## src/rtl/path_pkg.sv

```systemverilog
// Shared types and defaults for the path sequencer: move encoding, FSM states,
// default CPU store addresses and the move-to-enable decode.
package path_pkg;

    typedef enum logic [1:0] {
        FWD   = 2'b00,
        RIGHT = 2'b01,
        LEFT  = 2'b10,
        REV   = 2'b11
    } dir_t;

    typedef enum logic [1:0] {
        IDLE,
        LOAD,
        RUN,
        DONE
    } state_t;

    localparam logic [31:0] DEF_PATH_BASE = 32'h0000_0400;
    localparam logic [31:0] DEF_LEN_ADDR  = 32'h0000_03FC;

    // Enable vector ordering is {reverse, left, right, forward}.
    function automatic logic [3:0] dir_onehot(input dir_t d);
        return 4'b0001 << d;
    endfunction

endpackage

```

## src/rtl/path_ram.sv

```systemverilog
// Path buffer: DEPTH entries of {dir, node}, one synchronous write port and
// two combinational read ports (current entry and the one after it).
module path_ram #(
    parameter int NODE_W = 5,
    parameter int DEPTH  = 32,
    parameter int AW     = $clog2(DEPTH)
) (
    input  logic              clk,
    input  logic              i_we,
    input  logic [AW-1:0]     i_waddr,
    input  logic [NODE_W+1:0] i_wdata,
    input  logic [AW-1:0]     i_raddr0,
    output logic [NODE_W+1:0] o_rdata0,
    input  logic [AW-1:0]     i_raddr1,
    output logic [NODE_W+1:0] o_rdata1
);

    logic [NODE_W+1:0] r_mem [DEPTH];

    // Contents are don't-care after reset, so no reset on the array.
    always_ff @(posedge clk) begin
        if (i_we) r_mem[i_waddr] <= i_wdata;
    end

    assign o_rdata0 = r_mem[i_raddr0];
    assign o_rdata1 = r_mem[i_raddr1];

endmodule

```

## src/rtl/path_sequencer.sv

```systemverilog
// Captures a {dir, node} path written by the CPU, then walks it one entry per
// node_update rising edge, driving present/past/future nodes and turn enables.
module path_sequencer
    import path_pkg::*;
#(
    parameter int          NODE_W    = 5,
    parameter int          DEPTH     = 32,
    parameter logic [31:0] PATH_BASE = DEF_PATH_BASE,
    parameter logic [31:0] LEN_ADDR  = DEF_LEN_ADDR,
    parameter int          IW        = $clog2(DEPTH + 1)
) (
    input  logic              clk,
    input  logic              reset,
    input  logic              MemWrite,
    input  logic [31:0]       DataAdr,
    input  logic [31:0]       WriteData,
    input  logic              node_update,
    input  logic              flush,
    output logic              cpu_done,
    output logic              arrived,
    output logic              len_err,
    output logic              forward_en,
    output logic              right_en,
    output logic              left_en,
    output logic              reverse_en,
    output logic              prev_forward_en,
    output logic              prev_right_en,
    output logic              prev_left_en,
    output logic              prev_reverse_en,
    output logic [NODE_W-1:0] present_node,
    output logic [NODE_W-1:0] past_node,
    output logic [NODE_W-1:0] future_node,
    output logic [IW-1:0]     path_len,
    output logic [IW-1:0]     path_idx
);

    localparam int          AW        = $clog2(DEPTH);
    localparam logic [31:0] WIN_BYTES = 32'(4 * DEPTH);

    state_t            r_state, w_state_nxt;
    logic              r_nu_d;
    logic [IW-1:0]     r_len, r_idx, w_len_nxt, w_idx_nxt;
    logic [NODE_W-1:0] r_present, r_past, r_future;
    logic [NODE_W-1:0] w_present_nxt, w_past_nxt, w_future_nxt;
    logic [3:0]        r_en, r_prev, w_en_nxt, w_prev_nxt;
    logic              r_cpu_done, r_arrived, r_len_err;
    logic              w_cpu_done_nxt, w_arrived_nxt, w_len_err_nxt;

    // Store decode
    logic [31:0]       w_off;
    logic              w_path_wr, w_commit, w_edge, w_len_bad, w_we, w_load, w_last;
    logic [7:0]        w_L;
    logic [IW-1:0]     w_base, w_len_cmp;
    logic [AW-1:0]     w_ra0, w_ra1;
    logic [NODE_W+1:0] w_e0, w_e1;
    logic              w_unused;

    assign w_off     = DataAdr - PATH_BASE;
    assign w_path_wr = MemWrite && (DataAdr[1:0] == 2'b00) &&
                       (DataAdr >= PATH_BASE) && (w_off < WIN_BYTES);
    assign w_commit  = MemWrite && (DataAdr == LEN_ADDR);
    assign w_edge    = node_update && !r_nu_d;
    assign w_L       = WriteData[7:0];
    assign w_len_bad = (w_L == 8'd0) || (int'(w_L) > DEPTH);
    assign w_we      = w_path_wr && !flush && !reset && (r_state != RUN);

    // Entry about to become "present": 0 on commit, idx+1 on a step.
    assign w_base    = (r_state == RUN) ? r_idx + IW'(1) : '0;
    assign w_ra0     = w_base[AW-1:0];
    assign w_ra1     = w_ra0 + AW'(1);
    assign w_len_cmp = (r_state == LOAD) ? IW'(w_L) : r_len;
    assign w_last    = (w_base + IW'(1)) == w_len_cmp;

    assign w_unused  = ^{WriteData[31:8], w_e0[NODE_W+1:NODE_W]};

    path_ram #(
        .NODE_W (NODE_W),
        .DEPTH  (DEPTH)
    ) u_ram (
        .clk      (clk),
        .i_we     (w_we),
        .i_waddr  (w_off[AW+1:2]),
        .i_wdata  (WriteData[NODE_W+1:0]),
        .i_raddr0 (w_ra0),
        .o_rdata0 (w_e0),
        .i_raddr1 (w_ra1),
        .o_rdata1 (w_e1)
    );

    always_comb begin
        w_state_nxt    = r_state;
        w_len_nxt      = r_len;
        w_idx_nxt      = r_idx;
        w_present_nxt  = r_present;
        w_past_nxt     = r_past;
        w_future_nxt   = r_future;
        w_en_nxt       = r_en;
        w_prev_nxt     = r_prev;
        w_cpu_done_nxt = r_cpu_done;
        w_arrived_nxt  = 1'b0;
        w_len_err_nxt  = r_len_err;
        w_load         = 1'b0;

        if (flush) begin
            w_state_nxt    = IDLE;
            w_en_nxt       = '0;
            w_prev_nxt     = '0;
            w_cpu_done_nxt = 1'b0;
            w_len_err_nxt  = 1'b0;
        end else begin
            case (r_state)
                IDLE: if (w_path_wr) w_state_nxt = LOAD;
                LOAD: if (w_commit) begin
                    if (w_len_bad) begin
                        w_len_err_nxt = 1'b1;
                        w_state_nxt   = IDLE;
                    end else begin
                        w_len_nxt = IW'(w_L);
                        w_idx_nxt = '0;
                        w_load    = 1'b1;
                    end
                end
                RUN: if (w_edge) begin
                    w_past_nxt = r_present;
                    w_prev_nxt = r_en;
                    w_idx_nxt  = w_base;
                    w_load     = 1'b1;
                end
                DONE: if (w_path_wr) begin
                    w_state_nxt = LOAD;
                    w_len_nxt   = '0;
                    w_idx_nxt   = '0;
                end
                default: w_state_nxt = IDLE;
            endcase
        end

        // Shared by commit and step: present from entry[base], look ahead one.
        if (w_load) begin
            w_present_nxt = w_e0[NODE_W-1:0];
            if (w_last) begin
                w_future_nxt   = w_e0[NODE_W-1:0];
                w_en_nxt       = '0;
                w_arrived_nxt  = 1'b1;
                w_cpu_done_nxt = 1'b0;
                w_state_nxt    = DONE;
            end else begin
                w_future_nxt   = w_e1[NODE_W-1:0];
                w_en_nxt       = dir_onehot(dir_t'(w_e1[NODE_W+1:NODE_W]));
                w_cpu_done_nxt = 1'b1;
                w_state_nxt    = RUN;
            end
        end
    end

    always_ff @(posedge clk) begin
        if (reset) begin
            r_state    <= IDLE;
            r_nu_d     <= 1'b0;
            r_len      <= '0;
            r_idx      <= '0;
            r_present  <= '0;
            r_past     <= '0;
            r_future   <= '0;
            r_en       <= '0;
            r_prev     <= '0;
            r_cpu_done <= 1'b0;
            r_arrived  <= 1'b0;
            r_len_err  <= 1'b0;
        end else begin
            r_state    <= w_state_nxt;
            r_nu_d     <= node_update;
            r_len      <= w_len_nxt;
            r_idx      <= w_idx_nxt;
            r_present  <= w_present_nxt;
            r_past     <= w_past_nxt;
            r_future   <= w_future_nxt;
            r_en       <= w_en_nxt;
            r_prev     <= w_prev_nxt;
            r_cpu_done <= w_cpu_done_nxt;
            r_arrived  <= w_arrived_nxt;
            r_len_err  <= w_len_err_nxt;
        end
    end

    assign cpu_done        = r_cpu_done;
    assign arrived         = r_arrived;
    assign len_err         = r_len_err;
    assign forward_en      = r_en[0];
    assign right_en        = r_en[1];
    assign left_en         = r_en[2];
    assign reverse_en      = r_en[3];
    assign prev_forward_en = r_prev[0];
    assign prev_right_en   = r_prev[1];
    assign prev_left_en    = r_prev[2];
    assign prev_reverse_en = r_prev[3];
    assign present_node    = r_present;
    assign past_node       = r_past;
    assign future_node     = r_future;
    assign path_len        = r_len;
    assign path_idx        = r_idx;

endmodule

```

## config.mk

```make
export PLATFORM = sky130hd
export DESIGN_NAME = path_sequencer
export DESIGN_NICKNAME = d
export VERILOG_FILES = /design/src/rtl/path_pkg.sv /design/src/rtl/path_ram.sv /design/src/rtl/path_sequencer.sv
export SDC_FILE = /design/constraint.sdc
export NUM_CORES = 1
export LEC_CHECK = 0
export CELL_PAD_IN_SITES_DETAIL_PLACEMENT = 1
export CELL_PAD_IN_SITES_GLOBAL_PLACEMENT = 1
export CORE_AREA = 2 2 169 171
export CTS_CLUSTER_DIAMETER = 200
export DETAILED_ROUTE_END_ITERATION = 16
export DIE_AREA = 0 0 171 173
export PLACE_DENSITY = 0.84
export SLEW_MARGIN = 20
export SYNTH_ARGS = -nofsm -noshare
export SYNTH_HDL_FRONTEND = slang
export SYNTH_SLANG_ARGS = --single-unit
```

## constraint.sdc

```tcl
create_clock -name clk -period 10.7 [get_ports clk]
set_input_delay 1.605 -clock clk [delete_from_list [all_inputs] [get_ports clk]]
set_output_delay 1.605 -clock clk [all_outputs]
set_load 0.05 [all_outputs]
```

; Word-level counts from Yosys, hierarchy flattened
; Memory sizes are Yosys's and may differ from the RTL's.
; Index checks and enable logic that the tools add are counted.
[classes]
addsub = 4
n_lt_le_gt_ge = 3
n_eq_ne = 13
n_shift = 1
mux = 32
bitwise = 2
reduce_logical = 28
[ops]
columns = op, n
row1 = $mux W6, 8
row2 = $eq A32 B10 Y1 const B, 1
row3 = $ge A32 B11 Y1 const B, 1
row4 = $lt A32 B8 Y1 const B, 1
row5 = $sub A32 B11 Y32 const B, 1
row6 = $pmux W6 S3, 1
row7 = $add A6 B1 Y6 const B, 2
row8 = $mux W4, 3
row9 = $pmux W6 S2, 1
row10 = $mux W1, 11
row11 = $mux W2, 5
row12 = $ne A2 B2 Y1 const B, 5
row13 = $gt A8 B6 Y1 const B, 1
row14 = $logic_and A1 B1 Y1, 8
row15 = $logic_not A8 Y1, 1
row16 = $ne A4 B4 Y1 const B, 2
row17 = $eq A6 B6 Y1, 1
row18 = $reduce_and A3 Y1, 2
row19 = $reduce_and A6 Y1, 1
row20 = $reduce_or A2 Y1, 3
row21 = $add A5 B1 Y5 const B, 1
row22 = $mux W5, 1
row23 = $reduce_and A5 Y1, 1
row24 = $eq A2 B2 Y1 const B, 2
row25 = 14 further kinds, 19
[totals]
reg_bits = 41
mem_bits_rw = 224
word_cells = 96
memories = 1
[memory_table]
columns = memory, words, word_bits, read_ports, rd_ports_with_merged_regs, wr, line_no
row1 = u_ram.r_mem, 32, 7, 2, 0, 1, path_ram.sv:18  ; logic [NODE_W+1:0] r_mem [DEPTH];

; Longest topological paths before layout
; Gate-level depths: netlist (run 1).
[logic_depth]
depth_word = 9
ltp_mapped = 16

; Hierarchy
; A second synthesis (run 1) with hierarchy kept.
[hier_totals]
cells_unflattened = 718
area_unflattened_um2 = 12828.6
[by_module_without_submodules]
columns = module, instances, cells_each, area_each_um2
row1 = path_ram, 1, 456, 10448.8
row2 = path_sequencer, 1, 262, 2379.8

; Worst setup path before layout (run 1)
; Ideal clock, no wire load.
[synth_path]
path_kind = input to register
from = input DataAdr[11]
to = memory u_ram.r_mem[28][0] (netlist bit), enable pin
setup_ns = 0.360
t_arrival_ns = 3.970
t_required_ns = 10.340
path_slack_ns = 6.370
cell_stages = 8
path_buffers = 0
path_cell_list = or4_4 -> nor3_2 -> nand3_1 -> xnor2_1 -> or4_1 -> nor4_1 -> nand3_1 -> nor2_1
[synth_via]
elab_chain_len = 8
word_cells_on_any_way = 10
cone_classes = add/sub: 1 / order compare: 2 / mux: 2 / reduce/logical: 5
[synth_lines]
columns = item, line_no
row1 = "start, declared", path_sequencer.sv:15  ; input logic [31:0] DataAdr,
row2 = $sub A32 B11 Y32 or $ge A32 B11 Y1 (tied branches), "path_sequencer.sv:58, path_sequencer.sv:60"
row3 = $lt A32 B8 Y1 or $logic_and A1 B1 Y1 (tied branches), "path_sequencer.sv:60, path_sequencer.sv:59"
row4 = $logic_and A1 B1 Y1 (*), path_sequencer.sv:60  ; (DataAdr >= PATH_BASE) && (w_off < WIN_BYTES);
row5 = $logic_and A1 B1 Y1 (*) (3 in series), path_sequencer.sv:65  ; assign w_we = w_path_wr && !flush && !reset && (r_state != RUN);
row6 = $mux W1 (*), path_ram.sv:22  ; if (i_we) r_mem[i_waddr] <= i_wdata;
row7 = $mux W1 (not written as such) (*), path_ram.sv:22
row8 = "end, declared", path_ram.sv:18
; Every way passes the cells marked *; elsewhere a longest branch is shown, timed or not.

; Final worst setup path (run 1)
[layout_path]
from = register r_idx[0] (netlist: path_idx[0])
to = register r_en[1]
[layout_via]
elab_chain_len = 7
word_cells_on_any_way = 9
cone_classes = add/sub: 3 / eq/ne: 1 / shift: 1 / mux: 3 / memory: 1
[layout_lines]
columns = item, line_no
row1 = "start, declared", path_sequencer.sv:42  ; logic [IW-1:0] r_len, r_idx, w_len_nxt, w_idx_nxt;
row2 = "start signal, assigned", path_sequencer.sv:174  ; r_idx <= w_idx_nxt;
row3 = $add A6 B1 Y6 (*), path_sequencer.sv:68  ; assign w_base = (r_state == RUN) ? r_idx + IW'(1) : '0;
row4 = $mux W6 (*), path_sequencer.sv:68
row5 = $add A5 B1 Y5, path_sequencer.sv:70  ; assign w_ra1 = w_ra0 + AW'(1);
row6 = $mem_v2 Z32 W7, --
row7 = $shl A1 B2 Y4, path_pkg.sv:24  ; return 4'b0001 << d;
row8 = $mux W4 (*), path_sequencer.sv:141  ; if (w_last) begin
row9 = $mux W4 (*), path_sequencer.sv:139  ; if (w_load) begin
row10 = "end signal, assigned", path_sequencer.sv:178  ; r_en <= w_en_nxt;
row11 = "end, declared", path_sequencer.sv:45  ; logic [3:0] r_en, r_prev, w_en_nxt, w_prev_nxt;
; Marks and branches as above.
; A chain may end at the register's enable or synchronous reset.

==> results of run 1 <==
==> sequential cells by signal (all words and copies together) (netlist names) <==
signal,flops
r_prev,4
r_state,2
path_len,6
past_node,5
path_idx,6
future_node,5
r_nu_d,1
cpu_done,1
len_err,1
u_ram.r_mem,224
arrived,1
present_node,5
r_en,4
==> power by group through the flow <==
| stage | Combinational [mW] | Sequential (mW) | Clock (mW) |
|---|---|---|---|
| after floorplan | 0.0140 | 1.14 | 0 |
| after global placement | 0.0525 | 1.14 | 0 |
| after detailed placement | 0.0551 | 1.14 | 0 |
| after CTS | 0.0553 | 1.12 | 1.11 |
| after global routing | 0.0593 | 1.12 | 1.14 |
| final | 0.0557 | 1.12 | 1.09 |
==> critical path, delay by kind of cell (launching register included) <==
family / cells / cell delay, ps
flops: 1 / 670
buf+inv: 2 / 1040
compound gates: 1 / 250
fa+ha+maj: 2 / 1270
simple gates: 2 / 530
mux: 3 / 1400
==> cell families after synthesis <==
family	count (synthesis)
flops	265
compound gates	132
simple gates	186
mux	126
fa+ha+maj	6
xor+xnor	13
buf+inv	61
==> cell usage after synthesis, types with 9 or more instances <==
cell	n
edfxtp_1	224
o221ai_1	10
mux2i_1	34
buf_2	13
nor2b_1	9
o21ai_0	18
dfxtp_1	41
nand3_1	10
a211oi_1	17
a21oi_1	20
nand2b_1	10
nand2_1	36
o22ai_1	17
nor3_1	14
mux4_2	89
nor2_1	65
o211ai_1	10
clkbuf_1	23
==> routing by layer <==
layer / vias to the layer above / GRT usage / routed length (um)
met1: 4128 / 0.327 / 13900
li1: 3374 / - / -
met2: 423 / 0.391 / 17200
met5: - / 0 / 0
met3: 70 / 0.0444 / 2970
met4: 0 / 0.0749 / 977
==> per-stage QoR <==
step	setup slack, ps	hold slack, ps
final	5390	482
after global routing	5250	500
after CTS	5520	487
after detailed placement	5160	476
after global placement	5470	454
after floorplan	6370	605
==> final cells by class <==
cell class              instances  area share
clock buffers                  37      0.0589
clock inverters                15      0.0139
inverters                      10     0.00257
multi-input cells             463       0.308
flip-flops and latches        265       0.517
well taps                     378      0.0324
repair buffers                103      0.0671
==> path summary, 6_finish.rpt <==
path | endpoint | start | depth (start not counted) | slack (ps)
hold / removal | cpu_done | cpu_done | 2 | 480
hold reg to reg | cpu_done | cpu_done | 2 | 480
setup reg to reg | r_en[1] | path_idx[0] | 10 | 5390
setup / recovery | r_en[1] | path_idx[0] | 10 | 5390
==> impl_metrics.json, run 1 <==
{
  "wirelength_mm": 35.0,
  "synth_edf_count": 224,
  "cp.arrival_ps": 5760,
  "power_mw": 2.27,
  "synth_seq_cells": 265,
  "rows": 61,
  "htreeDepth": 1,
  "cts_resized": 0,
  "numPortBuffers": 82,
  "seqPwrFrac": 0.493,
  "internal_power_mw": 1.82,
  "grt_start_max_net_pins": 46,
  "tns_ps": 0,
  "antenna_found_initial": 0,
  "placed_cells": 1219,
  "core-area_mm2": 0.0276,
  "post-route-drc-count": 0,
  "clockRootBuffer": "clkbuf_16",
  "criticalPathCategory": "reg -> reg",
  "wl_per_cell_um": 27.6,
  "die_x_um": 171,
  "finalWeightedCongestion": 0.841,
  "initial_utilization": 0.444,
  "sw_frac_of_total": 0.196,
  "drv_slew": 0,
  "synth_cell_type_count": 67,
  "p_per_area_mw_per_mm2": 155,
  "switchingPower_uw": 445,
  "clk_pin_slew_ps": 60,
  "ant_nets": 0,
  "grt_pass1_vias": 8385,
  "p_clk_frac": 0.482,
  "gr-total-overflow": 0,
  "viasPerCell": 6.29,
  "synth-compound-area-share": 0.0753,
  "die_area_mm2": 0.0296,
  "netlist_instances": 789,
  "cts_sinks": 265,
  "fin_worst_skew_ps": 21.5,
  "synth.area.mux_share": 0.194,
  "yosys_warnings": 0,
  "area_delta_synth_final_pct": 18.9,
  "synth-xor-area-share": 0.0111,
  "netlist_area_mm2": 0.0123,
  "postPlaceCellArea_mm2": 0.0135,
  "hp-class": "reg -> reg",
  "num_io_pins": 107,
  "fin_crit_ps": 5310,
  "utilization": 0.528,
  "rsz0062_at_grt": "no",
  "slew-limit-headroom": 0.295,
  "nNetsFinal": 946,
  "cp-end-kind": "flip-flop",
  "yosys.area_share.simple": 0.0755,
  "die_y_um": 173,
  "final_common_cell": "edfxtp_1",
  "tightest_slew_ps": 1040,
  "synth.area.top_cells": "edfxtp_1, mux4_2, dfxtp_1",
  "yosys.area.top_type": "edfxtp_1",
  "cts_tree": "built",
  "p_comb_frac": 0.025,
  "synth-seq-area-share": 0.615,
  "diodes": 0,
  "leakage_nw": 4.58,
  "period_share": 0.497,
  "crit_required_ps": 11150,
  "fill_cells": 2624,
  "crit_top_cell": "mux4_2",
  "slowest_stage": "dfxtp_1",
  "crit_chain": "ha_1 > nand2_1 > clkinv_1 > ha_4 > buf_4 > mux4_2 > mux4_2 > mux2i_1 > nor3_1 > a22o_1",
  "dr.pass1.iters": 5,
  "post-cts-setup-buffers": 0,
  "setup_viol": 0,
  "numCtsBuffers": 28,
  "synth_top_family_by_area": "multiplexers",
  "clk_latency_ps": 560,
  "syn_avg_cell_area_um2": 15.5,
  "vias": 7995,
  "grt_pass1_wl_mm": 53.3,
  "instances_no_fill": 1271,
  "maxClockFrequency_mhz": 188,
  "clk_path_buf_depth": 3,
  "grtUsageTotal": 0.240,
  "yosysTopAreaCellShare": 0.548,
  "async_flop_share": 0,
  "synth_ff_type": "edfxtp_1",
  "hold_buffers": 0,
  "cp_max_fo": 41,
  "multiInputGateArea_mm2": 0.00449,
  "syn_nets": 864,
  "run_status": "complete, no violations",
  "drtIter0Drc": 896,
  "area.sequential_mm2": 0.00755,
  "drive_above_1_share": 0.206,
  "synthAdderAreaFrac": 0.00612,
  "stdcell_area_mm2": 0.0146,
  "maxCapViolations": 0,
  "hold_viol": 0,
  "max_stage_delay_ps": 670,
  "layout_common_cells": "edfxtp_1, mux4_2, clkdlybuf4s50_1, nor2_1, dfxtp_1",
  "dp_hpwl_mm": 23.0,
  "vdd_ir_drop_max_mv": 0.140,
  "critPathLaunchType": "flip-flop"
}
Note: power is estimated with default switching activity, not from simulation.
==> inputs of run 2 (changes only) <==
--- a/config.mk
+++ b/config.mk
@@ -7,11 +7,11 @@
 export LEC_CHECK = 0
 export CELL_PAD_IN_SITES_DETAIL_PLACEMENT = 1
 export CELL_PAD_IN_SITES_GLOBAL_PLACEMENT = 1
-export CORE_AREA = 2 2 169 171
+export CORE_AREA = 2 2 170 172
 export CTS_CLUSTER_DIAMETER = 200
 export DETAILED_ROUTE_END_ITERATION = 16
-export DIE_AREA = 0 0 171 173
-export PLACE_DENSITY = 0.84
+export DIE_AREA = 0 0 172 174
+export PLACE_DENSITY = 0.86
 export SLEW_MARGIN = 20
 export SYNTH_ARGS = -nofsm -noshare
 export SYNTH_HDL_FRONTEND = slang
==> constraint.sdc (replaced) <==
create_clock -name clk -period 4.3 [get_ports clk]
set_input_delay 0.645 -clock clk [delete_from_list [all_inputs] [get_ports clk]]
set_output_delay 0.645 -clock clk [all_outputs]
set_load 0.05 [all_outputs]
==> run 2 against run 1 <==
  * Sequential share of layout area decreased by 0.97 points
  * Flip-flop and latch count unchanged
  * Via count increased by 5.0%
  * Worst setup slack got worse by 5000 ps
  * Clock power increased by 130%
  * Register-to-register slack got worse by 5000 ps
  * Critical path depth unchanged
  * Worst hold slack got worse by 14 ps
  * Count of clock-buffer cells in the layout decreased by 6
  * Sequential power increased by 150%
  * Critical endpoint unchanged
  * Largest cell class unchanged
  * Largest power group unchanged
==> impl_metrics.json, run 2 (synthesis gave the netlist of run 1 again) <==
{
  "clk_latency_ps": 550,
  "maxCapViolations": 0,
  "clockRootBuffer": "clkbuf_16",
  "critPathLaunchType": "flip-flop",
  "seqPwrFrac": 0.516,
  "regMostFlops": "u_ram.r_mem",
  "r2r_start": "r_state[0]",
  "instances_no_fill": 1328,
  "cp-end-kind": "flip-flop",
  "sw_frac_of_total": 0.211,
  "numPortBuffers": 82,
  "die_x_um": 172,
  "fin_crit_ps": 3890,
  "fill_cells": 2774,
  "vias": 8393,
  "p_per_area_mw_per_mm2": 362,
  "clk_pin_slew_ps": 60,
  "num_io_pins": 107,
  "hold_viol": 0,
  "dp_hpwl_mm": 25.9,
  "post-cts-setup-buffers": 0,
  "cp_max_fo": 15,
  "cts_resized": 0,
  "htreeDepth": 1,
  "grtUsageTotal": 0.262,
  "diodes": 0,
  "p_comb_frac": 0.027,
  "vdd_ir_drop_max_mv": 0.302,
  "drive_above_1_share": 0.248,
  "drtIter0Drc": 952,
  "wirelength_mm": 38.3,
  "ant_nets": 0,
  "internal_power_mw": 4.25,
  "rsz0062_at_grt": "no",
  "p_clk_frac": 0.457,
  "grt_start_max_net_pins": 68,
  "grt_pass1_vias": 8914,
  "layout_common_cells": "edfxtp_1, mux4_2, clkdlybuf4s50_1, buf_4, nor2_1",
  "run_status": "complete, no violations",
  "clk_path_buf_depth": 3,
  "core-area_mm2": 0.0282,
  "grt_pass1_wl_mm": 57.3,
  "largest_reg_flops": 224,
  "numCtsBuffers": 29,
  "rows": 62,
  "area_delta_synth_final_pct": 21.2,
  "tns_ps": 0,
  "hp-class": "reg -> reg",
  "placed_cells": 1276,
  "leakage_nw": 4.79,
  "antenna_found_initial": 0,
  "viasPerCell": 6.32,
  "die_y_um": 174,
  "drv_slew": 0,
  "maxClockFrequency_mhz": 257,
  "cp.arrival_ps": 4330,
  "initial_utilization": 0.434,
  "setup_viol": 0,
  "crit_required_ps": 4740,
  "hold_buffers": 0,
  "post-route-drc-count": 0,
  "die_area_mm2": 0.0299,
  "criticalPathCategory": "reg -> reg",
  "dr.pass1.iters": 6,
  "critPathLaunch": "r_state[0]",
  "cts_tree": "built",
  "switchingPower_mw": 1.14,
  "wl_per_cell_um": 28.8,
  "finalWeightedCongestion": 0.832,
  "period_share": 0.904,
  "gr-total-overflow": 0,
  "min_from": "cpu_done",
  "tightest_slew_ps": 919,
  "slew-limit-headroom": 0.386,
  "nNetsFinal": 998,
  "final_common_cell": "edfxtp_1",
  "cts_sinks": 265,
  "fin_worst_skew_ps": 12.3
}
==> run 2: cell count changes in the layout (fill, tap and decap cells not counted), sizes merged <==
cell	delta
clkbuf	-6
clkinvlp	+3
inv	+1
clkinv	+4
buf	+51
bufinv	-2
==> run 2: final cells by class <==
| class | count | area [um2] | area share |
|---|---|---|---|
| inverters | 10 | 37.5 | 0.00252 |
| clock buffers | 31 | 733 | 0.0493 |
| flip-flops and latches | 265 | 7550 | 0.508 |
| clock inverters | 21 | 199 | 0.0134 |
| well taps | 384 | 480 | 0.0323 |
| multi-input cells | 463 | 4480 | 0.301 |
| repair buffers | 154 | 1390 | 0.0935 |
==> run 2: stage by stage <==
stage                     power [mW]  worst slack, ps  utilization  area [um2]  hold slack [ps]
after floorplan                 2.87              451            -       12300              605
after global placement          2.97              396        0.493       13900              451
after detailed placement        2.98              210        0.493       13900              462
after CTS                       5.40              448        0.526       14900              472
after global routing            5.51              227        0.527       14900              498
final                           5.39              414        0.527       14900              468
==> run 2: critical path, cell delays in order, from the launching register on <==
cell      delay, ps
dfxtp_1         340
inv_1            90
ha_1            370
nand2b_4         90
inv_2           260
nand3_1         280
xnor2_4         790
mux4_2          680
mux2i_1         470
nor3_1          130
a22o_1          250
==> run 2: final timing paths <==
path,to,slack (ps),depth (start not counted)
min,cpu_done,470,2
max,r_en[1],410,10
min reg2reg,cpu_done,470,2
max reg2reg,r_en[1],410,10
==> run 2: power groups by stage <==
stage                     sequential, mW  combinational, mW  clock (mW)
after CTS                           2.78              0.143        2.48
final                               2.78              0.144        2.46
after global routing                2.78              0.152        2.58
after global placement              2.84              0.135           0
after detailed placement            2.84              0.142           0
after floorplan                     2.84             0.0349           0
==> run 2: metal layers <==
layer  vias to the layer above  part of all wire  GRT usage
li1                       3478                 -          -
met1                      4323              0.37      0.329
met2                       483              0.51      0.452
met3                       109             0.081     0.0476
met4                         0             0.043     0.0984
met5                         -                 0          0
==> inputs of run 3 (changes only) <==
--- a/config.mk
+++ b/config.mk
@@ -11,6 +11,7 @@
 export CTS_CLUSTER_DIAMETER = 200
 export DETAILED_ROUTE_END_ITERATION = 16
 export DIE_AREA = 0 0 172 174
+export MAX_ROUTING_LAYER = met4
 export PLACE_DENSITY = 0.86
 export SLEW_MARGIN = 20
 export SYNTH_ARGS = -nofsm -noshare
==> run 3 against run 2 <==
  * Sequential power about the same
  * Via count grew 0.24%
  * Total power hardly changed
  * Final cell count unchanged
  * Highest routed layer unchanged
  * Critical path depth unchanged
  * Global-route usage is 0.80 points higher
  * First-iteration DRC count shrank 0.21%
  * Final area stayed put
  * Combinational power about the same
  * Largest power group unchanged
  * Die area unchanged
  * Maximum frequency fell by 0.54%
  * Worst hold slack is essentially flat
==> impl_metrics.json, run 3 (synthesis gave the netlist of run 1 again) <==
{
  "cts_sinks": 265,
  "post-route-drc-count": 0,
  "final_common_cell": "edfxtp_1",
  "hold_viol": 0,
  "cts_tree": "built",
  "drv_slew": 0,
  "gr-total-overflow": 0,
  "numPortBuffers": 82,
  "cts_resized": 0,
  "period_share": 0.909,
  "clk_latency_ps": 550,
  "viasPerCell": 6.34,
  "p_clk_frac": 0.457,
  "wl_per_cell_um": 28.8,
  "p_comb_frac": 0.027,
  "initial_utilization": 0.434,
  "post-cts-setup-buffers": 0,
  "nNetsFinal": 998,
  "grt_start_max_net_pins": 68,
  "setup_viol": 0,
  "grtUsageTotal": 0.270,
  "rows": 62,
  "largest_reg_flops": 224,
  "maxClockFrequency_mhz": 256,
  "seqPwrFrac": 0.517,
  "vias": 8413,
  "internal_power_mw": 4.25,
  "clk_path_buf_depth": 3,
  "die_area_mm2": 0.0299,
  "wirelength_mm": 38.2,
  "tightest_slew_ps": 929,
  "drtIter0Drc": 950,
  "hp-class": "reg -> reg",
  "hold_buffers": 0,
  "layout_common_cells": "edfxtp_1, mux4_2, clkdlybuf4s50_1, buf_4, nor2_1",
  "area_delta_synth_final_pct": 21.2,
  "antenna_found_initial": 0,
  "drive_above_1_share": 0.248,
  "clk_pin_slew_ps": 50,
  "finalWeightedCongestion": 0.845,
  "diodes": 0,
  "rsz0062_at_grt": "no",
  "dr.pass1.iters": 5,
  "htreeDepth": 1,
  "clockRootBuffer": "clkbuf_16",
  "num_io_pins": 107,
  "whs_ps": 468,
  "grt_pass1_wl_mm": 57.4,
  "fin_worst_skew_ps": 9.86,
  "criticalPathCategory": "reg -> reg",
  "switchingPower_mw": 1.13,
  "critPathLaunchType": "flip-flop",
  "maxCapViolations": 0,
  "core-area_mm2": 0.0282,
  "tns_ps": 0,
  "crit_required_ps": 4730,
  "cp.arrival_ps": 4340,
  "run_status": "complete, no violations",
  "die_y_um": 174,
  "cp_max_fo": 15,
  "dp_hpwl_mm": 25.9,
  "regMostFlops": "u_ram.r_mem",
  "sw_frac_of_total": 0.210,
  "ant_nets": 0,
  "die_x_um": 172,
  "numCtsBuffers": 29,
  "fin_crit_ps": 3910,
  "p_per_area_mw_per_mm2": 362,
  "grt_pass1_vias": 8863,
  "vdd_ir_drop_max_mv": 0.301,
  "leakage_nw": 4.79,
  "cp-end-kind": "flip-flop",
  "slew-limit-headroom": 0.379
}
## run 3: layout make-up
type / instances / area (um2)
Inverter: 10 / 37.5
Timing Repair Buffer: 154 / 1390
Sequential cell: 265 / 7550
Tap cell: 384 / 480
Fill cell: 2774 / 13400
Clock inverter: 21 / 199
Clock buffer: 31 / 733
Multi-Input combinational cell: 463 / 4480
## run 3: power groups by stage
stage | Combinational [mW] | Sequential, mW | Clock (mW)
CTS | 0.143 | 2.78 | 2.48
detailed placement | 0.142 | 2.84 | 0
global placement | 0.135 | 2.84 | 0
floorplan | 0.0349 | 2.84 | 0
finish | 0.144 | 2.78 | 2.46
global route | 0.153 | 2.78 | 2.58
## run 3: path summary, 6_finish.rpt
path / startpoint / end / slack [ps] / cells after the start
worst max-delay path: r_state[0] / r_en[1] / 390 / 10
worst min-delay path: cpu_done / cpu_done / 470 / 2
worst max register to register: r_state[0] / r_en[1] / 390 / 10
worst min register to register: cpu_done / cpu_done / 470 / 2
## run 3: critical path, stage by stage (launching register included)
cell      delay, ps
dfxtp_1         350
inv_1           100
ha_1            370
nand2b_4         90
inv_2           260
nand3_1         280
xnor2_4         800
mux4_2          670
mux2i_1         470
nor3_1          130
a22o_1          250
## run 3: layer usage
metal / up-vias / global-route usage / part of all wire
met4: 0 / 0.0907 / 0.039
met1: 4349 / 0.335 / 0.37
met2: 490 / 0.451 / 0.51
met3: 99 / 0.0449 / 0.082
met5: - / - / 0
li1: 3475 / - / -
## run 3: metrics by stage
| step | area [um2] | utilization | total power, mW | std cells | setup slack (ps) |
|---|---|---|---|---|---|
| after floorplan | 12300 | - | 2.87 | 789 | 451 |
| after global placement | 13900 | 0.493 | 2.97 | 1276 | 396 |
| after detailed placement | 13900 | 0.493 | 2.98 | 1276 | 210 |
| after CTS | 14900 | 0.526 | 5.40 | 1328 | 448 |
| after global routing | 14900 | 0.527 | 5.51 | 1328 | 225 |
| final | 14900 | 0.527 | 5.38 | 1328 | 393 |
